==> src/rtl/risc_control_ws.sv <==
// ---------------------------------------------------------------------------
// risc_control_ws
//
// Instruction sequencer for the 8-opcode accumulator RISC CPU. It steps an
// 8-phase fetch/execute cycle and decodes the datapath strobes from the
// registered phase, the IR opcode and the accumulator-zero flag. Compared with
// the basic control unit it adds the following:
//   - memory wait states, with a stall timeout that raises bus_err
//   - a latched HALTED state that the go input releases
//   - single-step mode, using the PAUSE state after each retire
//   - illegal-opcode detection for opcode fields wider than 3 bits
//   - a counter of retired instructions
//
// Ports
//   clk        in   system clock, rising edge
//   rst_       in   asynchronous active-low reset
//   zero       in   accumulator-zero flag (used by SKZ)
//   opcode     in   IR opcode field [OP_W-1:0]
//   mem_rdy    in   memory ready, looked at only in stall phases
//   go         in   releases HALTED / PAUSE
//   step_en    in   single-step mode enable
//   rd/wr      out  memory read / write
//   ld_ir      out  load instruction register
//   ld_ac      out  load accumulator
//   ld_pc      out  load program counter
//   inc_pc     out  increment program counter
//   halt       out  CPU halted
//   data_e     out  accumulator drives the data bus
//   sel        out  address mux: PC (1) or IR operand (0)
//   phase      out  current phase, 0 outside RUN
//   paused     out  in PAUSE state
//   ill_op     out  sticky illegal-opcode flag
//   bus_err    out  sticky memory-timeout flag
//   instr_cnt  out  retired instruction count
// ---------------------------------------------------------------------------
module risc_control_ws #(
  parameter int OP_W        = 3,
  parameter int RDY_TIMEOUT = 16,
  parameter int TO_W        = 5,
  parameter int CNT_W       = 16
) (
  input  logic             clk,
  input  logic             rst_,
  input  logic             zero,
  input  logic [OP_W-1:0]  opcode,
  input  logic             mem_rdy,
  input  logic             go,
  input  logic             step_en,
  output logic             rd,
  output logic             wr,
  output logic             ld_ir,
  output logic             ld_ac,
  output logic             ld_pc,
  output logic             inc_pc,
  output logic             halt,
  output logic             data_e,
  output logic             sel,
  output logic [2:0]       phase,
  output logic             paused,
  output logic             ill_op,
  output logic             bus_err,
  output logic [CNT_W-1:0] instr_cnt
);

  typedef enum logic [1:0] {
    ST_RUN    = 2'd0,
    ST_HALTED = 2'd1,
    ST_PAUSE  = 2'd2
  } state_t;

  localparam logic [2:0] OP_HLT = 3'd0;
  localparam logic [2:0] OP_SKZ = 3'd1;
  localparam logic [2:0] OP_ADD = 3'd2;
  localparam logic [2:0] OP_AND = 3'd3;
  localparam logic [2:0] OP_XOR = 3'd4;
  localparam logic [2:0] OP_LDA = 3'd5;
  localparam logic [2:0] OP_STO = 3'd6;
  localparam logic [2:0] OP_JMP = 3'd7;

  localparam bit            TO_EN  = (RDY_TIMEOUT > 0);
  localparam logic [TO_W-1:0] TO_LIM = TO_W'(RDY_TIMEOUT);
  localparam logic [TO_W-1:0] TO_MAX = {TO_W{1'b1}};

  state_t           r_state;
  logic [2:0]       r_phase;
  logic [TO_W-1:0]  r_stall_cnt;
  logic [CNT_W-1:0] r_instr_cnt;
  logic             r_ill_op;
  logic             r_bus_err;

  logic             w_upper_nz;
  logic             w_illegal;
  logic [2:0]       w_op;
  logic             w_aluop;
  logic             w_stall_phase;

  // Opcode decode. An illegal opcode is mapped onto HLT so that it can never
  // raise a datapath strobe.
  always_comb begin
    w_upper_nz = 1'b0;
    for (int i = 3; i < OP_W; i++) begin
      w_upper_nz = w_upper_nz | opcode[i];
    end
    w_illegal     = w_upper_nz;
    w_op          = w_illegal ? OP_HLT : opcode[2:0];
    w_aluop       = (w_op == OP_ADD) || (w_op == OP_AND) ||
                    (w_op == OP_XOR) || (w_op == OP_LDA);
    w_stall_phase = (r_phase == 3'd1) ||
                    ((r_phase == 3'd5) && w_aluop) ||
                    ((r_phase == 3'd7) && (w_op == OP_STO));
  end

  // Sequencer: top-level state, phase, stall counter, sticky flags and the
  // retire counter.
  always_ff @(posedge clk or negedge rst_) begin
    if (!rst_) begin
      r_state     <= ST_RUN;
      r_phase     <= 3'd0;
      r_stall_cnt <= '0;
      r_instr_cnt <= '0;
      r_ill_op    <= 1'b0;
      r_bus_err   <= 1'b0;
    end else begin
      case (r_state)
        ST_RUN: begin
          if (w_stall_phase && !mem_rdy) begin
            // Waiting on memory. The strobes stay as decoded while we wait.
            if (TO_EN && (r_stall_cnt == TO_LIM)) begin
              r_state     <= ST_HALTED;
              r_phase     <= 3'd0;
              r_stall_cnt <= '0;
              r_bus_err   <= 1'b1;
            end else if (r_stall_cnt != TO_MAX) begin
              r_stall_cnt <= r_stall_cnt + 1'b1;
            end
          end else begin
            r_stall_cnt <= '0;
            case (r_phase)
              3'd4: begin
                if (w_illegal) begin
                  r_state  <= ST_HALTED;
                  r_phase  <= 3'd0;
                  r_ill_op <= 1'b1;
                end else if (w_op == OP_HLT) begin
                  r_state <= ST_HALTED;
                  r_phase <= 3'd0;
                end else begin
                  r_phase <= 3'd5;
                end
              end
              3'd7: begin
                // Retire. The step_en value seen here picks the next state.
                r_instr_cnt <= r_instr_cnt + 1'b1;
                r_phase     <= 3'd0;
                r_state     <= step_en ? ST_PAUSE : ST_RUN;
              end
              default: r_phase <= r_phase + 3'd1;
            endcase
          end
        end
        ST_HALTED: begin
          if (go) begin
            r_state     <= ST_RUN;
            r_phase     <= 3'd0;
            r_stall_cnt <= '0;
            r_ill_op    <= 1'b0;
            r_bus_err   <= 1'b0;
          end
        end
        ST_PAUSE: begin
          if (go) begin
            r_state     <= ST_RUN;
            r_phase     <= 3'd0;
            r_stall_cnt <= '0;
          end
        end
        default: begin
          // An unreachable encoding parks the sequencer in HALTED.
          r_state     <= ST_HALTED;
          r_phase     <= 3'd0;
          r_stall_cnt <= '0;
        end
      endcase
    end
  end

  // Strobe decode from the registered state, phase, opcode and zero flag.
  always_comb begin
    rd     = 1'b0;
    wr     = 1'b0;
    ld_ir  = 1'b0;
    ld_ac  = 1'b0;
    ld_pc  = 1'b0;
    inc_pc = 1'b0;
    halt   = 1'b0;
    data_e = 1'b0;
    sel    = 1'b0;
    case (r_state)
      ST_RUN: begin
        case (r_phase)
          3'd0: sel = 1'b1;
          3'd1: begin
            sel = 1'b1;
            rd  = 1'b1;
          end
          3'd2: begin
            sel   = 1'b1;
            rd    = 1'b1;
            ld_ir = 1'b1;
          end
          3'd3: begin
            sel = 1'b1;
            rd  = 1'b1;
          end
          3'd4: begin
            inc_pc = 1'b1;
            halt   = (w_op == OP_HLT);
          end
          3'd5: rd = w_aluop;
          3'd6: begin
            rd     = w_aluop;
            inc_pc = (w_op == OP_SKZ) && zero;
            ld_pc  = (w_op == OP_JMP);
            data_e = (w_op == OP_STO);
          end
          3'd7: begin
            rd     = w_aluop;
            ld_ac  = w_aluop;
            ld_pc  = (w_op == OP_JMP);
            wr     = (w_op == OP_STO);
            data_e = (w_op == OP_STO);
          end
          default: sel = 1'b0;
        endcase
      end
      ST_HALTED: halt = 1'b1;
      ST_PAUSE:  halt = 1'b0;
      default:   halt = 1'b1;
    endcase
  end

  assign phase     = r_phase;
  assign paused    = (r_state == ST_PAUSE);
  assign ill_op    = r_ill_op;
  assign bus_err   = r_bus_err;
  assign instr_cnt = r_instr_cnt;

endmodule

==> config.mk <==
export PLATFORM = sky130hd
export DESIGN_NAME = risc_control_ws
export DESIGN_NICKNAME = d
export VERILOG_FILES = /design/src/rtl/risc_control_ws.sv
export SDC_FILE = /design/constraint.sdc
export NUM_CORES = 1
export LEC_CHECK = 0
export CELL_PAD_IN_SITES_DETAIL_PLACEMENT = 1
export CELL_PAD_IN_SITES_GLOBAL_PLACEMENT = 1
export CORE_ASPECT_RATIO = 0.7
export CORE_MARGIN = 4
export CORE_UTILIZATION = 38
export CTS_CLUSTER_DIAMETER = 100
export DETAILED_ROUTE_END_ITERATION = 10
export GPL_TIMING_DRIVEN = 0
export PLACE_DENSITY = 0.77
export SYNTH_ARGS = -nofsm -noshare
export SYNTH_HDL_FRONTEND = slang
export SYNTH_SLANG_ARGS = --single-unit
export TNS_END_PERCENT = 30
==> constraint.sdc <==
create_clock -name clk -period 2.25 [get_ports clk]
set_input_delay 0.225 -clock clk [delete_from_list [all_inputs] [get_ports clk]]
set_output_delay 0.225 -clock clk [all_outputs]
set_load 0.05 [all_outputs]
---- Word-level counts from Yosys, hierarchy flattened ----
Index checks and enable logic that the tools add are counted.
operators by class
  equal/unequal tests ..................... 26
  mux-type cells .......................... 40
  multiply operators ...................... 0
  div/mod/pow operators ................... 0
  add/subtract/negate cells ............... 3
  magnitude comparators ................... 0
  reduce and logical (&&, ||, !) cells .... 24
  bitwise operators ....................... 1
  shifts and indexed selects .............. 0
operator list
  kind                                                                     count
  3-bit equality test, second input constant                               8
  5-bit two-way mux                                                        4
  1-bit two-way mux                                                        18
  16-bit by 1-bit adder with 16-bit output, second input constant          1
  3-bit by 2-bit equality test with 1-bit output, second input constant    4
  3-bit two-way mux                                                        4
  3-bit case mux with 2 select lines                                       2
  2-bit two-way mux                                                        5
  5-bit case mux with 2 select lines                                       1
  4-bit inequality test, second input constant                             2
  1-bit case mux with 2 select lines                                       4
  2-bit case mux with 2 select lines                                       2
  4-bit AND reduction                                                      2
  3-bit by 1-bit equality test with 1-bit output, second input constant    2
  3-bit zero test                                                          2
  2-bit inequality test, second input constant                             3
  3-bit OR reduction                                                       2
  5-bit by 1-bit adder with 5-bit output, second input constant            1
  5-bit equality test, second input constant                               1
  1-bit logical OR                                                         5
  5-bit inequality test, second input constant                             1
  1-bit logical AND                                                        4
  4-bit by 3-bit inequality test with 1-bit output, second input constant  1
  2-bit AND reduction                                                      2
  other kinds (12)                                                         13
storage, ports and cells
  logic and storage cells ................. 99
  latch bits .............................. 0
  output and inout port bits .............. 31
  memories ................................ 0
  bits of input ports ..................... 9
  bits in read-only memories .............. 0
  register bits after elaboration ......... 27
  RAM bits ................................ 0

---- Longest topological paths before layout ----
Gate-level depths: netlist (run 1).
  depth after elaboration ................. 10
  gate-level depth with buffers ........... 8

---- Worst setup path before layout (run 1) ----
No wires, ideal clock.
  path type ............................... reg2out
  from .................................... register r_phase[0] (netlist: phase[0])
  to ...................................... output port wr
  data required time ...................... 2.025 ns
  cell stages (with the launch flop) ...... 6
  arrival time ............................ 2.594 ns
  path buffers ............................ 1
  setup slack ............................. -0.569 ns
  cells stage by stage .................... dfrtp_1 ha_1 ha_1 nand2_1 clkbuf_1 nor3_1
between the ends
  cells in the longest elaborated chain, start to end .. 3
RTL lines
  item                    RTL line  source
  from (decl)             85        logic [2:0] r_phase;
  from (signal assigned)  157       default: r_phase <= r_phase + 3'd1;
  3-bit equality test     200       case (r_phase)
  1-bit two-way mux       200
  1-bit two-way mux       198       case (r_state)
  to (decl)               50        output logic wr,
No other way between the ends.

---- Worst setup path in the final report (run 1) ----
  from .................................... register r_phase[1] (netlist: phase[1])
  to ...................................... register r_state[1]
between the ends
  cells in the longest elaborated chain, start to end .. 7
  elaborated cells on any way between the ends .. 16
  classes of those cells .................. eq/ne: 7; mux: 3; reduce/logical: 6
RTL lines
  item                                                                                        RTL line  source
  3-bit equality test                                                                         109       ((r_phase == 3'd5) && w_aluop) ||
  1-bit logical AND                                                                           109
  1-bit logical OR                                                                            108       w_stall_phase = (r_phase == 3'd1) ||
  1-bit logical OR                                                                            109
  1-bit logical AND                                                                           126       if (w_stall_phase && !mem_rdy) begin
  4-bit inequality test (no source line), or another cell as far along                        n/a
  4-bit AND reduction (no source line) or 2-bit case mux with 2 select lines (tied branches)  n/a
  to (signal assigned)                                                                        155       r_state <= step_en ? ST_PAUSE : ST_RUN;
  to (decl)                                                                                   84        state_t r_state;
Several ways; a longest one is shown, not always the timed one.
A chain may end at the register's enable or synchronous reset.

==> results of run 1 <==
==> power by group through the flow <==
stage	Combinational (mW)	Sequential [mW]	Clock (mW)
4_1_cts	1.07	0.613	0.289
3_3_place_gp	1.05	0.615	0
6_report	1.13	0.621	0.278
3_5_place_dp	1.08	0.623	0
2_1_floorplan	0.607	0.761	0
5_1_grt	1.23	0.635	0.308
==> layout by cell type, fill, tap and decap left out, types with 2 or more instances in the layout <==
cell and count:
buf_4 7, nor3_1 4, clkbuf_8 3, nor3_2 2, a21oi_1 4, ha_2 2
nand3_1 6, inv_1 11, o21ai_1 2, nand2_1 11, a21o_1 3, clkbuf_4 2
mux2i_1 5, nor3b_2 2, nor4_2 3, buf_2 7, ha_4 2, nor2b_1 2
clkdlybuf4s50_1 27, nor4b_2 3, o21ai_0 5, nand2b_1 2, nor3b_1 4, buf_6 2
nor2_1 10, xor2_1 14, and3_1 5, ha_1 10, nor4_1 2, dfrtp_1 26
clkdlybuf4s15_2 2, xnor2_1 2, nand4_1 5, o21ai_2 2
==> cell families after synthesis <==
family	after synthesis	synth area share
flip-flops	27	0.382
XOR/XNOR	16	0.0792
other	1	0.00212
buffers and inverters	19	0.0523
AO/OA/AOI/OAI	28	0.115
multiplexers	7	0.0410
AND/OR/NAND/NOR	66	0.230
adder cells (fa/ha/maj)	14	0.0990
==> area by class of cell <==
type                       count  area, µm²  share of cell area
tap                           55       68.8              0.0296
timing repair buffer          42        378               0.162
clock inverter                 1       5.00             0.00215
multi-input combinational    132       1060               0.454
clock buffer                   3       41.3              0.0178
buffer                         8       58.8              0.0253
sequential                    27        677               0.291
inverter                      11       41.3              0.0178
==> per-layer routing <==
| layer | up-vias | routed length (µm) | global-route usage |
|---|---|---|---|
| met5 | - | 0 | 0 |
| met4 | 0 | 46 | 0.0335 |
| met3 | 4 | 162 | 0.0351 |
| met2 | 22 | 2280 | 0.276 |
| met1 | 761 | 2200 | 0.254 |
| li1 | 722 | - | - |
==> metrics by stage <==
stage / area (µm²) / instances / setup TNS [ps] / worst slack, ps / power (mW)
floorplan: 1780 / 178 / -817 / -328 / 1.37
global placement: 2220 / 270 / -2030 / -429 / 1.66
detailed placement: 2220 / 270 / -2510 / -471 / 1.71
CTS: 2270 / 274 / -132 / -72.3 / 1.97
global route: 2330 / 279 / -32.9 / -19.3 / 2.18
finish: 2330 / 279 / 0 / 90.0 / 2.03
==> sequential cells by signal, summed over array words and instances, names as in the netlist <==
| signal | count |
|---|---|
| instr_cnt | 16 |
| r_stall_cnt | 5 |
| phase | 3 |
| r_state | 2 |
| bus_err | 1 |
==> worst reg2reg max path: stages, from the launching register on <==
cell and delay [ps]:
dfrtp_1 450, ha_4 200, ha_4 180, and3b_1 170
o21ai_2 200, a211oi_2 120, a311o_1 400, mux2_1 330
==> worst min path at each step <==
stage | cells after the start | to | start | slack, ps
final | 2 | instr_cnt[8] | rst_ | 500
after CTS | 1 | instr_cnt[15] | instr_cnt[15] | 510
after floorplan | 0 | bus_err | rst_ | -70
after global routing | 1 | instr_cnt[15] | instr_cnt[15] | 530
after global placement | 1 | instr_cnt[15] | instr_cnt[15] | 460
after detailed placement | 1 | instr_cnt[15] | instr_cnt[15] | 490
==> timing repair <==
action / 4_1_cts / 5_1_grt
setup buffers: 0 / 4
setup endpoints to repair: 14 / 29
hold endpoints to repair: 0 / 2
pin swaps: 0 / 3
hold buffers: 0 / 1
resized for setup: 38 / 21
==> results.cfg, run 1 <==
[status]
status = finished clean

[synthesis]
synth.top_cell.area_share = 0.382
synth-edff-count = 0
avgSynthCellArea_um2 = 9.94
synthCells = 178
synth_top_area_cell = dfrtp_1
synthArstFlopShare = 1.00
ys_ff_latch = 27
synth.net_count = 201
synthMostInstantiatedCell = dfrtp_1
yosys-top-cells-area = dfrtp_1 (38%), ha_1 (9.9%), xor2_1 (6.9%), mux2i_1 (2.8%), nor3b_1 (2.5%)
synth_area_um2 = 1770
ys.flop_type = dfrtp_1
seq_area_frac_synth = 0.382
synth_common_cells = dfrtp_1 (27), ha_1 (14), xor2_1 (14), inv_1 (11), nand2_1 (11)
yosysUniqueCellTypes = 46
yosys_warnings = 0

[place]
finalWeightedCongestion = 0.777
numPortBuffers = 37
dp_hpwl_mm = 3.62

[routing]
vias = 1509
drt_wl_total_mm = 4.69
antenna_left = 0
drtIter0Drc = 48
post_drt_wl_per_cell_um = 16.8
dr.pass1.iters = 4
route.detailed.drc = 0
vias_per_cell = 5.41

[clock_tree]
clk_path_buf_depth = 2
clock_sinks = 27
insertion_delay_ps = 270
clk_pin_slew_ps = 90
numCtsBuffers = 3
clockRootBuffer = clkbuf_8
cts_tree = yes
cts_max_level = 1

[global_route]
grt_overflow_total = 0
grtUsageTotal = 0.177
grt_max_degree = 28
grt_pass1_wl_mm = 8.11
grt_pass1_vias = 1586
antenna_found_initial = 0

[floorplanning]
start_util = 0.402
core-area_um2 = 4400
core.rowCount = 20
die_w_um = 89.6
die_area_um2 = 5830
io_pins = 40
die_h_um = 65.1

[critical_path]
r2r-start = phase[1]
cp_data_required_time_ps = 2420
crit_chain = ha_4 > ha_4 > and3b_1 > o21ai_2 > a211oi_2 > a311o_1 > mux2_1
r2r_cells = 7
critPathMaxFanout = 7
critical_path_buf_inv_count = 0
slowest_stage = dfrtp_1
worstSetupPathType = flip-flop to flip-flop
cp.arrival_ps = 2330
end_kind = flip-flop
endpoint = r_state[1]
crit_cells = 7
crit_top_cell = ha_4
startpoint = phase[1]
r2r-end = r_state[1]
worst_path_dominant_cell_family = compound AO/OA/AOI/OAI gates
reg2reg_slack_ps = 90
critical-path-max-stage-delay_ps = 450
cp-start-kind = flip-flop

[power]
p_leak_nw = 1.00
pwr-share-seq = 0.306
p_sw_frac = 0.464
intPower_mw = 1.09
pwr-share-comb = 0.556
p_per_area_nw_per_um2 = 872
clkPwrFrac = 0.137
p_switching_mw = 0.941
vdd_drop_max_mv = 0.621

[timing]
layout_worst_path_cycle_share = 0.960
post-route-min-period_ps = 2160
hold_viol = 0
worst_slew_pin_slew_ps = 620
whs_ps = 499
slew_viol_final = 0
setup_viol = 0
fin_skew_ps = 3.33
max_slew_margin = 0.587
fmax_mhz = 463
rsz0062_at_grt = yes

[final_layout]
fin_nets = 248
areaGrowthSynthToFinish_pct = 31.5
drive_above_1_share = 0.205
fin_util = 0.528
fillers = 520
diodes = 0

[flow_run]
cap_violations = 0

[min_path]
hold_path_class = input port to asynchronous set/reset pin
Note: power is estimated with default switching activity, not from simulation.
==> inputs of run 2 (changes only) <==
--- a/config.mk
+++ b/config.mk
@@ -9,11 +9,11 @@
 export CELL_PAD_IN_SITES_GLOBAL_PLACEMENT = 1
 export CORE_ASPECT_RATIO = 0.7
 export CORE_MARGIN = 4
-export CORE_UTILIZATION = 38
+export CORE_UTILIZATION = 35
 export CTS_CLUSTER_DIAMETER = 100
 export DETAILED_ROUTE_END_ITERATION = 10
 export GPL_TIMING_DRIVEN = 0
-export PLACE_DENSITY = 0.77
+export PLACE_DENSITY = 0.72
 export SYNTH_ARGS = -nofsm -noshare
 export SYNTH_HDL_FRONTEND = slang
 export SYNTH_SLANG_ARGS = --single-unit
==> run 2 against run 1 <==
The run now ends with negative hold slack left. Sequential power decreased by 0.6%. Register-to-register slack got worse by 60 ps. Routed wire length decreased by 0.43%. Final area decreased by 1.7%. Flip-flop and latch count unchanged. Worst setup slack got worse by 75 ps. Total power decreased by 3.4%. Via count decreased by 2.0%. Hold slack got worse by 550 ps. Critical path type is now flip-flop to output pin.
==> results.cfg, run 2 (synthesis gave the netlist of run 1 again) <==
[status]
status = finished, violations left
violations = negative hold slack

[clock_tree]
numCtsBuffers = 3
cts_tree = yes
clockRootBuffer = clkbuf_8
insertion_delay_ps = 280
cts_max_level = 1
clock_sinks = 27
clk_path_buf_depth = 2
cts_hold_buf = 0
clk_pin_slew_ps = 90
post_cts_buffers = 0

[critical_path]
cp_data_required_time_ps = 2030
critPathMaxFanout = 6
crit_chain = inv_1 > ha_1 > and2_1 > o21ai_1 > nor2_1 > clkdlybuf4s15_1
worstSetupPathType = flip-flop to output pin
r2r-end = r_state[1]
critical_path_buf_inv_count = 2
cp.arrival_ps = 2010
cp-start-kind = flip-flop
crit_cells = 6
slowest_stage = clkdlybuf4s15_1
r2r_cells = 7
critical-path-max-stage-delay_ps = 510
r2r-start = phase[0]
startpoint = phase[0]
end_kind = output pin
worst_path_dominant_cell_family = buffers and inverters
endpoint = ld_pc
reg2reg_slack_ps = 30

[floorplanning]
io_pins = 40
core-area_um2 = 4830
die_w_um = 93.0
die_h_um = 67.5
start_util = 0.366
die_area_um2 = 6270
core.rowCount = 21

[timing]
worst_slew_pin_slew_ps = 617
fin_skew_ps = 9.30
rsz0062_at_grt = yes
post-route-min-period_ps = 2230
slew_viol_final = 0
whs_ps = -51.3
max_slew_margin = 0.589
hold_viol = 27
timing.final.ws_setup_ps = 15.1
setup_viol = 0
layout_worst_path_cycle_share = 0.993
fmax_mhz = 447

[power]
p_leak_nw = 0.979
vdd_drop_max_mv = 0.602
p_per_area_nw_per_um2 = 856
p_total_mw = 1.96

[final_layout]
fillers = 562
largest_reg_flops = 16
layout_common_cells = clkdlybuf4s50_1 (27), dfrtp_1 (26), xor2_1 (14), ha_1 (13)
final_area_um2 = 2290
diodes = 0
seq_area_um2 = 677
fin_nets = 243
drive_above_1_share = 0.178
final_common_cell = clkdlybuf4s50_1
areaGrowthSynthToFinish_pct = 29.3
layout.cells.non_filler = 288
multi_input_area_um2 = 1040

[place]
finalWeightedCongestion = 0.792
dp.cells = 284
preCtsSetupSlack_ps = -470
dp_hpwl_mm = 3.58
numPortBuffers = 37
placed_cell_area_um2 = 2240

[routing]
post_drt_wl_per_cell_um = 16.2
dr.pass1.iters = 4
vias_per_cell = 5.14
route.detailed.drc = 0
antenna_left = 0
vias = 1479
drt_wl_total_mm = 4.67
drtIter0Drc = 22

[global_route]
grt_pass1_wl_mm = 7.96
antenna_found_initial = 0
grt_pass1_vias = 1596
grtUsageTotal = 0.160
grt_overflow_total = 0
grt_max_degree = 28

[flow_run]
cap_violations = 0

[min_path]
hold_path_class = input port to asynchronous set/reset pin
[run 2: changes by cell type in the layout (fill, tap and decap cells not counted), sizes merged]
| cell | previous run | this run |
|---|---|---|
| buf | 16 | 12 |
| clkbuf | 7 | 8 |
| clkinv | 1 | 0 |
| dlygate4sd3 | 1 | 0 |
[run 2: worst min path at each step]
stage	start	end	slack, ps	cells after the start
floorplan	rst_	bus_err	-70	0
global placement	instr_cnt[15]	instr_cnt[15]	460	1
detailed placement	instr_cnt[15]	instr_cnt[15]	470	1
CTS	instr_cnt[15]	instr_cnt[15]	490	1
global route	rst_	bus_err	2	1
finish	rst_	instr_cnt[10]	-50	1
[run 2: layer usage]
metal	vias up	wire length (µm)	global-route usage
met5	-	0	0
met4	0	51	0.0274
li1	710	-	-
met1	744	2250	0.213
met2	21	2250	0.275
met3	4	125	0.0323
[run 2: report_power, final]
| group | switching [mW] | internal, mW |
|---|---|---|
| Sequential | 0.0729 | 0.544 |
| Combinational | 0.693 | 0.370 |
| Clock | 0.150 | 0.127 |
| Total | 0.916 | 1.04 |
[run 2: layout make-up]
class / instances / area share
flip-flops and latches: 27 / 0.296
clock buffers: 4 / 0.0197
plain buffers: 8 / 0.0257
repair buffers: 37 / 0.148
inverters: 11 / 0.0181
well taps: 69 / 0.0377
multi-input cells: 132 / 0.455
[run 2: metrics by stage]
step	TNS (ps)	util
final	0	0.473
after global routing	-531	0.473
after CTS	-242	0.473
after detailed placement	-2460	0.464
after global placement	-2150	0.464
after floorplan	-817	-
[run 2: what timing repair did]
item	in CTS	in global routing
pin swaps	0	0
resized for setup	38	18
cloned	0	0
endpoints found under the hold margin	0	0
setup endpoints to repair	13	19
==> inputs of run 3 (changes only) <==
--- a/config.mk
+++ b/config.mk
@@ -5,6 +5,7 @@
 export SDC_FILE = /design/constraint.sdc
 export NUM_CORES = 1
 export LEC_CHECK = 0
+export CAP_MARGIN = 20
 export CELL_PAD_IN_SITES_DETAIL_PLACEMENT = 1
 export CELL_PAD_IN_SITES_GLOBAL_PLACEMENT = 1
 export CORE_ASPECT_RATIO = 0.7
@@ -12,7 +13,6 @@
 export CORE_UTILIZATION = 35
 export CTS_CLUSTER_DIAMETER = 100
 export DETAILED_ROUTE_END_ITERATION = 10
-export GPL_TIMING_DRIVEN = 0
 export PLACE_DENSITY = 0.72
 export SYNTH_ARGS = -nofsm -noshare
 export SYNTH_HDL_FRONTEND = slang
==> run 3 against run 2 <==
The flow now finishes without violations. Via count rose by 4.1%. Clock skew fell by 7.0 ps. Clock power barely moved. Hold slack improved by 380 ps. Sequential share of layout area fell by 1.9 points. Global-route usage rose by 1.2 points. Register-to-register slack improved by 100 ps. First-iteration DRC count rose to 3.2 times the previous value. Non-clock buffer count rose by 8. Final cell count rose by 2.8%.
==> results.cfg, run 3 (synthesis gave the netlist of run 1 again) <==
[timing]
whs_ps = 329
fmax_mhz = 452
max_slew_margin = 0.647
rsz0062_at_grt = yes
worst_slew_pin_slew_ps = 528
post-route-min-period_ps = 2210
layout_worst_path_cycle_share = 0.982
fin_skew_ps = 2.29
setup_viol = 0
hold_viol = 0
slew_viol_final = 0

[global_route]
grt_pass1_vias = 1710
grt.busiest_layer = met2
grt_overflow_total = 0
antenna_found_initial = 0
grtUsageTotal = 0.172
grt_use_met2 = 0.292
grtUsageMet3 = 0.0356
use_met1 = 0.229
grt_pass1_wl_mm = 8.47
grt_max_degree = 28

[final_layout]
fin_nets = 251
areaGrowthSynthToFinish_pct = 38.0
final_common_cell = clkdlybuf4s50_1
diodes = 0
drive_above_1_share = 0.189
layout_common_cells = clkdlybuf4s50_1 (29), dfrtp_1 (27), buf_4 (16), xor2_1 (14), ha_1 (14)
fillers = 553
largest_reg_flops = 16

[floorplanning]
core.rowCount = 21
die_w_um = 93.0
io_pins = 40
die_area_um2 = 6270
die_h_um = 67.5
core-area_um2 = 4830
start_util = 0.366

[routing]
drt_wl_total_mm = 4.90
vias_per_cell = 5.20
vias = 1540
route.detailed.drc = 0
antenna_left = 0
post_drt_wl_per_cell_um = 16.6
drtIter0Drc = 70
dr.pass1.iters = 4

[place]
numPortBuffers = 38
dp_hpwl_mm = 3.96
finalWeightedCongestion = 0.797

[clock_tree]
cts_max_level = 1
cts_hold_buf = 0
cts_tree = yes
numCtsBuffers = 3
clock_sinks = 27
insertion_delay_ps = 270
clockRootBuffer = clkbuf_8
clk_path_buf_depth = 2
clk_pin_slew_ps = 90

[critical_path]
r2r-end = instr_cnt[7]
r2r_cells = 8
critPathMaxFanout = 6
reg2reg_slack_ps = 130
worstSetupPathType = flip-flop to output pin
end_kind = output pin
cp.arrival_ps = 1990
r2r-start = phase[1]
startpoint = phase[1]
cp_data_required_time_ps = 2030
cp-start-kind = flip-flop

[status]
status = finished clean

[power]
vdd_drop_max_mv = 0.599
p_per_area_nw_per_um2 = 870
p_total_mw = 2.12
p_leak_nw = 1.05

[flow_run]
cap_violations = 0

[min_path]
hold_path_class = input port to asynchronous set/reset pin
==> run 3: changes by cell type in the layout (fill, tap and decap cells not counted), moves of 2 or more <==
cell,delta
buf_6,-2
clkbuf_4,-2
nor3b_2,-2
buf_2,-6
buf_12,+8
clkdlybuf4s50_1,+2
nor3b_1,+2
buf_4,+12
==> run 3: repair_timing <==
item	4_1_cts	5_1_grt
buffers inserted	1	0
resized for setup	1	2
setup endpoints to repair	1	5
==> run 3: worst max path at each step <==
stage	to	cells after the start	slack [ps]
2_1_floorplan	inc_pc	5	-330
3_3_place_gp	r_state[1]	6	180
3_5_place_dp	instr_cnt[1]	7	60
4_1_cts	rd	7	30
5_1_grt	rd	7	-30
6_report	rd	7	40
==> run 3: layer usage <==
metal | routed length, µm | part of all wire
met1 | 2320 | 0.47
met2 | 2340 | 0.48
met3 | 201 | 0.041
met4 | 40 | 0.0082
met5 | 0 | 0
==> run 3: final cells by class <==
type,instances,area [µm²],area share
clock buffer,4,45.0,0.0185
inverter,11,41.3,0.0169
timing repair buffer,53,571,0.234
tap,69,86.3,0.0354
multi-input combinational,132,1020,0.419
sequential,27,676,0.277
==> run 3: critical path, stage by stage, from the launching register on <==
cell and delay [ps]:
dfrtp_1 410, ha_1 220, ha_1 200, buf_4 160, or3_1 320, a21oi_2 150
nor3b_2 60, buf_4 180
==> run 3: power by group <==
| group | internal (mW) | switching (mW) | total (mW) |
|---|---|---|---|
| logic | 0.499 | 0.756 | 1.25 |
| registers | 0.543 | 0.0477 | 0.591 |
| clock network | 0.127 | 0.151 | 0.278 |
| total | 1.17 | 0.955 | 2.12 |
==> run 3: stage by stage <==
step / area [µm²] / instances / TNS (ps) / setup WS (ps) / util
6_report: 2440 / 296 / 0 / 39.7 / 0.505
5_1_grt: 2440 / 296 / -51.4 / -34.7 / 0.505
4_1_cts: 2440 / 296 / 0 / 33.8 / 0.504
3_5_place_dp: 2380 / 291 / 0 / 62.2 / 0.493
3_3_place_gp: 2380 / 291 / 0 / 178 / 0.493
2_1_floorplan: 1780 / 178 / -817 / -328 / -
==> edit 1: new RTL, config.mk and constraints of run 1 <==
Reset style: synchronous (`rst_`), changed in one clocked block. Comments in the files are not updated.
--- a/src/rtl/risc_control_ws.sv
+++ b/src/rtl/risc_control_ws.sv
@@ -113,5 +113,5 @@
   // Sequencer: top-level state, phase, stall counter, sticky flags and the
   // retire counter.
-  always_ff @(posedge clk or negedge rst_) begin
+  always_ff @(posedge clk) begin
     if (!rst_) begin
       r_state     <= ST_RUN;
Formal check against the unedited RTL: differs if rst_ is asserted again (counterexample within 4 cycles, from zero or initial values and one cycle with rst_ low); with rst_ held inactive, the same outputs for 10 cycles.
==> edit 1 against run 1 <==
- area after synthesis up 5.9%
- total power is 7.6% lower
- critical path depth is the same
- design area rose by 4.9%
- worst setup slack improved by 0.027 ns
- clock skew increased by 0.00083 ns
- routed wire length is 23% higher
- sequential cell count did not move
- largest cell class unchanged
- highest routed layer unchanged
==> edit 1: results (changes against run 1) <==
[synthesis]
yosysSeqAreaShare_pct = 28.84  ; was 38.19%
syn_nets = 248  ; was 201
ys_warn_count = 0  ; unchanged
synthTopCellsByArea = dfxtp_1 (29%), ha_1 (9.3%), nand2_1 (5.8%)  ; was dfrtp_1 (38%), ha_1 (9.9%), xor2_1 (6.9%)
synth_edf_count = 0  ; unchanged
ys.flop_type = dfxtp_1  ; was dfrtp_1
ys_async_sr_fraction_pct = 0  ; was 100.0%
synth_cell_types = 48  ; was 46
synthTopCellsByCount = nand2_1 (29), dfxtp_1 (27), a21oi_1 (15), ha_1 (14), inv_1 (11)  ; was dfrtp_1 (27), ha_1 (14), xor2_1 (14), inv_1 (11), nand2_1 (11)

[clock_tree]
cts_buffers = 3  ; unchanged
h-tree-depth = 1  ; unchanged
clk_latency_ns = 0.28
clk_pin_slew_ns = 0.10
root_buffer = clkbuf_8  ; unchanged

[global_route]
grt_max_degree = 15  ; was 28
met2_usage_pct = 28.91  ; was 27.65%
use_met1_pct = 29.67  ; was 25.39%
met3_usage_pct = 2.709  ; was 3.509%
grt_pass1_vias = 1795  ; was 1586
grt_util_all_layers_pct = 19.31  ; was 17.68%
grt_first_pass_wirelength_um = 9439  ; was 8114 µm

[timing]
fin_skew_ns = 0.004164  ; was 0.003332 ns
tightest_slew_ns = 0.5489  ; was 0.6200 ns

[drt]
vias_per_cell = 5.599  ; was 5.409
met1_length_um = 3029  ; was 2198 µm
wl_um = 5776  ; was 4692 µm
met3_length_um = 198  ; was 162 µm
wl_met2_um = 2519  ; was 2284 µm
drt_iter0_markers = 73  ; was 48
top_layer_used = met4  ; unchanged

[worst_setup_path]
cpMaxStageDelayCell = clkdlybuf4s50_1  ; was dfrtp_1
cp_max_fo = 8  ; was 7
critPathArrivalTime_ns = 1.91  ; was 2.33 ns
slowest_delay_ns = 0.63  ; was 0.45 ns
crit_family = buffers and inverters  ; was compound AO/OA/AOI/OAI gates
r2r_cells = 8  ; was 7

[power]
p_comb_share_pct = 54.9  ; was 55.6%
peakVddDrop_mv = 0.5741  ; was 0.6209 mV
finalPower_mw = 1.872  ; was 2.027 mW
switching_share_pct = 47.41  ; was 46.42%
leakage_nw = 0.8823  ; was 1.003 nW
pwr-share-seq_pct = 29.5  ; was 30.6%

[hold_path]
hp-class = reg -> reg  ; was in -> async
hold_path_depth = 2

[cells_and_area]
largest_reg_flops = 16  ; unchanged
fillCellCount = 583  ; was 520
drive_gt1_share_pct = 14.44  ; was 20.54%
nets = 294  ; was 248

[place]
dp_slack_ns = -0.6129  ; was -0.4709 ns
routabilityCongestion = 0.7730  ; was 0.7766
place_area_um2 = 2356  ; was 2223 µm²
place_hpwl_um = 4431  ; was 3620 µm
portBuffers = 38  ; was 37

[outcome]
status = finished, final reports clean  ; unchanged

==> edit 1: changes by cell type after synthesis, moves of 4 or more <==
cell,delta
o31ai_1,+8
nand2b_1,+6
dfxtp_1,+27
nand2_1,+18
nand3_1,+4
a21oi_1,+11
nor3b_1,-6
o21ai_0,-4
dfrtp_1,-27
xor2_1,-14
or4_1,+7
==> edit 1: repair_timing <==
action | in CTS | in global routing
hold buffers | 0 | 0
resized for setup | 35 | 8
setup buffers | 0 | 3
setup endpoints to repair | 23 | 16
pin swaps | 1 | 1
==> edit 1: path summary, 6_finish.rpt <==
check	start	endpoint	slack, ns
setup reg to reg	phase[0]$_SDFFE_PN0P_	instr_cnt[10]$_SDFFE_PN0P_	0.13
hold reg to reg	instr_cnt[15]$_SDFFE_PN0P_	instr_cnt[15]$_SDFFE_PN0P_	0.48
hold / removal	instr_cnt[15]$_SDFFE_PN0P_	instr_cnt[15]$_SDFFE_PN0P_	0.48
setup / recovery	opcode[2]	rd	0.12
==> edit 1: through the flow <==
stage                     instances  util [%]
after floorplan                 225         -
after global placement          332     49.27
after detailed placement        332     49.27
after CTS                       336     50.34
after global routing            339     51.05
final                           339     51.05
==> edit 1: layout make-up <==
class / count / area share, %
multi-input cells: 176 / 52.38
flip-flops and latches: 27 / 22.19
plain buffers: 11 / 2.665
well taps: 69 / 3.537
repair buffers: 41 / 15.68
clock buffers: 4 / 1.845
inverters: 11 / 1.691
==> edit 1: logic make-up (layout without fill, tap and decap cells) <==
| family | Yosys count | in the layout | synth area share (%) |
|---|---|---|---|
| mux | 8 | 8 | 4.273 |
| compound gates | 53 | 53 | 21.63 |
| simple gates | 100 | 100 | 30.24 |
| other cells | 1 | 1 | 0.2001 |
| buf+inv | 22 | 67 | 5.474 |
| fa+ha+maj | 14 | 14 | 9.346 |
| flops | 27 | 27 | 28.84 |
==> edit 2: new RTL, settings of run 1 <==
Made on the original files. Change the parameter `CNT_W` from 16 to 14.
--- a/src/rtl/risc_control_ws.sv
+++ b/src/rtl/risc_control_ws.sv
@@ -38,5 +38,5 @@
   parameter int RDY_TIMEOUT = 16,
   parameter int TO_W        = 5,
-  parameter int CNT_W       = 16
+  parameter int CNT_W       = 14
 ) (
   input  logic             clk,
Ports: changed (resized instr_cnt); port bits go from 40 to 38. No check against the original RTL was run, so the function may have changed too.
==> edit 2 against run 1 <==
- worst setup slack worse by 0.052 ns
- non-clock buffer count shrank 3
- routed wire length down 1.3%
- design area shrank 1.8%
- hold slack worse by 0.023 ns
- area after synthesis fell by 2.8%
- sequential cell count down 2
- total power up 3.1%
- largest cell class unchanged
==> edit 2: results (changes against run 1) <==
[outcome]
status = finished, final reports clean  ; unchanged

[cells_and_area]
drive_gt1_share_pct = 22.62  ; was 20.54%
nets = 244  ; was 248
largest_reg_flops = 14  ; was 16
fillCellCount = 492  ; was 520
n_antenna_cell = 0  ; unchanged
utilization_pct = 52.47  ; was 52.81%

[synthesis]
synth_cell_types = 51  ; was 46
synth_top_area_cell = dfrtp_1  ; unchanged
yosysSeqAreaShare_pct = 36.39  ; was 38.19%
synthTopCellsByArea = dfrtp_1 (36%), ha_1 (9.5%), xor2_1 (6.1%)  ; was dfrtp_1 (38%), ha_1 (9.9%), xor2_1 (6.9%)
ys_async_sr_fraction_pct = 100.0  ; unchanged
ys_warn_count = 0  ; unchanged
synthTopCellsByCount = dfrtp_1 (25), nand2_1 (17), ha_1 (13), nor2_1 (13), xor2_1 (12)  ; was dfrtp_1 (27), ha_1 (14), xor2_1 (14), inv_1 (11), nand2_1 (11)
syn_nets = 201  ; unchanged

[global_route]
grt_max_degree = 26  ; was 28
grt_first_pass_wirelength_um = 7748  ; was 8114 µm
grt_util_all_layers_pct = 17.43  ; was 17.68%
antenna_found_initial = 0  ; unchanged

[timing]
holdWs_ns = 0.4754  ; was 0.4986 ns
fin_skew_ns = 0.006243  ; was 0.003332 ns
slew_headroom_pct = 60.81  ; was 58.66%
finalCriticalPeriod_ns = 2.211  ; was 2.160 ns

[worst_setup_path]
slowest_delay_ns = 0.44
reg2reg_to = r_state[1]$_DFFE_PN0P_  ; unchanged
r2r_slack_ns = 0.04  ; was 0.09 ns
cp_max_fo = 5  ; was 7
cpMaxStageDelayCell = dfrtp_2  ; was dfrtp_1
crit_family = simple AND/OR/NAND/NOR gates  ; was compound AO/OA/AOI/OAI gates
critPathArrivalTime_ns = 2.37  ; was 2.33 ns
r2r_cells = 7  ; unchanged
crit_path_start = phase[1]$_DFFE_PN0P_  ; unchanged

[place]
place_hpwl_um = 3499  ; was 3620 µm
portBuffers = 34  ; was 37
place_area_um2 = 2147  ; was 2223 µm²
routabilityCongestion = 0.8594  ; was 0.7766

[drt]
drt_iter0_markers = 58  ; was 48
wl_um = 4630  ; was 4692 µm
dr.pass1.iters = 4  ; unchanged
vias = 1506  ; was 1509
ant_nets = 0  ; unchanged

[power]
peakVddDrop_mv = 0.6659  ; was 0.6209 mV
leakage_nw = 0.9199  ; was 1.003 nW

[clock_tree]
clk_latency_ns = 0.27  ; about the same
cts_buffer_depth = 2  ; unchanged
root_buffer = clkbuf_8  ; unchanged
cts_buffers = 3  ; unchanged
h-tree-depth = 1  ; unchanged
clk_pin_slew_ns = 0.09  ; about the same

[hold_path]
hp-class = in -> async  ; unchanged

edit 2: cell types whose count changed after synthesis, moves of 3 or more:
cell and change:
nor3b_1 -5, o21ai_0 -3, nand4_1 -3, mux2i_1 -3, nand3_1 +4, nand2_1 +6, nor2_1 +3
edit 2: cell type report:
| type | count | share of cell area (%) |
|---|---|---|
| sequential | 25 | 27.49 |
| tap | 55 | 3.012 |
| clock inverter | 1 | 0.2191 |
| inverter | 9 | 1.479 |
| timing repair buffer | 38 | 14.79 |
| clock buffer | 3 | 1.807 |
| multi-input combinational | 136 | 47.92 |
| buffer | 9 | 3.286 |
edit 2: how the worst max path moves through the flow:
stage | endpoint | slack (ns) | cells past startpoint
after CTS | rd | -0.05 | 6
after global routing | halt | -0.11 | 7
after detailed placement | wr | -0.54 | 6
after floorplan | r_state[1]$_DFFE_PN0P_ | -0.12 | 8
final | r_state[1]$_DFFE_PN0P_ | 0.04 | 7
after global placement | wr | -0.48 | 6
edit 2: cell families (layout without fill, tap and decap cells):
group                    after synthesis  after routing  synth area share (%)
AO/OA/AOI/OAI                         28             28                 12.66
XOR/XNOR                              14             14                 7.133
adder cells (fa/ha/maj)               13             13                 9.462
buffers and inverters                 18             60                 5.749
flip-flops                            25             25                 36.39
multiplexers                           4              4                 2.474
other                                  1              1                0.2181
AND/OR/NAND/NOR                       76             76                 25.91
edit 2: metrics by stage:
stage	setup slack (ns)	instances	total power, mW	setup TNS, ns
after global routing	-0.1113	276	2.239	-0.3537
final	0.03850	276	2.091	0
after CTS	-0.05117	272	2.002	-0.05117
after detailed placement	-0.5425	268	1.722	-2.461
after global placement	-0.4811	268	1.682	-2.104
after floorplan	-0.1185	179	1.384	-0.2833
edit 2: routing by layer:
layer	track usage (%)	vias up	part of all wire (%)
met1	20.81	765	43
met3	3.351	4	3.3
li1	-	714	-
met2	32.37	23	53
met4	3.019	0	0.54
met5	0	-	0
edit 2: repair_timing:
item                                    in CTS  in global routing
hold buffers                                 0                  1
buffers inserted                             0                  3
gates resized for setup                     41                 21
pin swaps                                    0                  2
hold endpoints to repair                     0                 25
endpoints found under the setup margin      13                 21
edit 2: power by group:
group	internal [mW]	leakage, nW	switching, mW
registers	0.499	0.300	0.0687
logic	0.459	0.594	0.793
clock network	0.124	0.0255	0.146
total	1.08	0.920	1.01
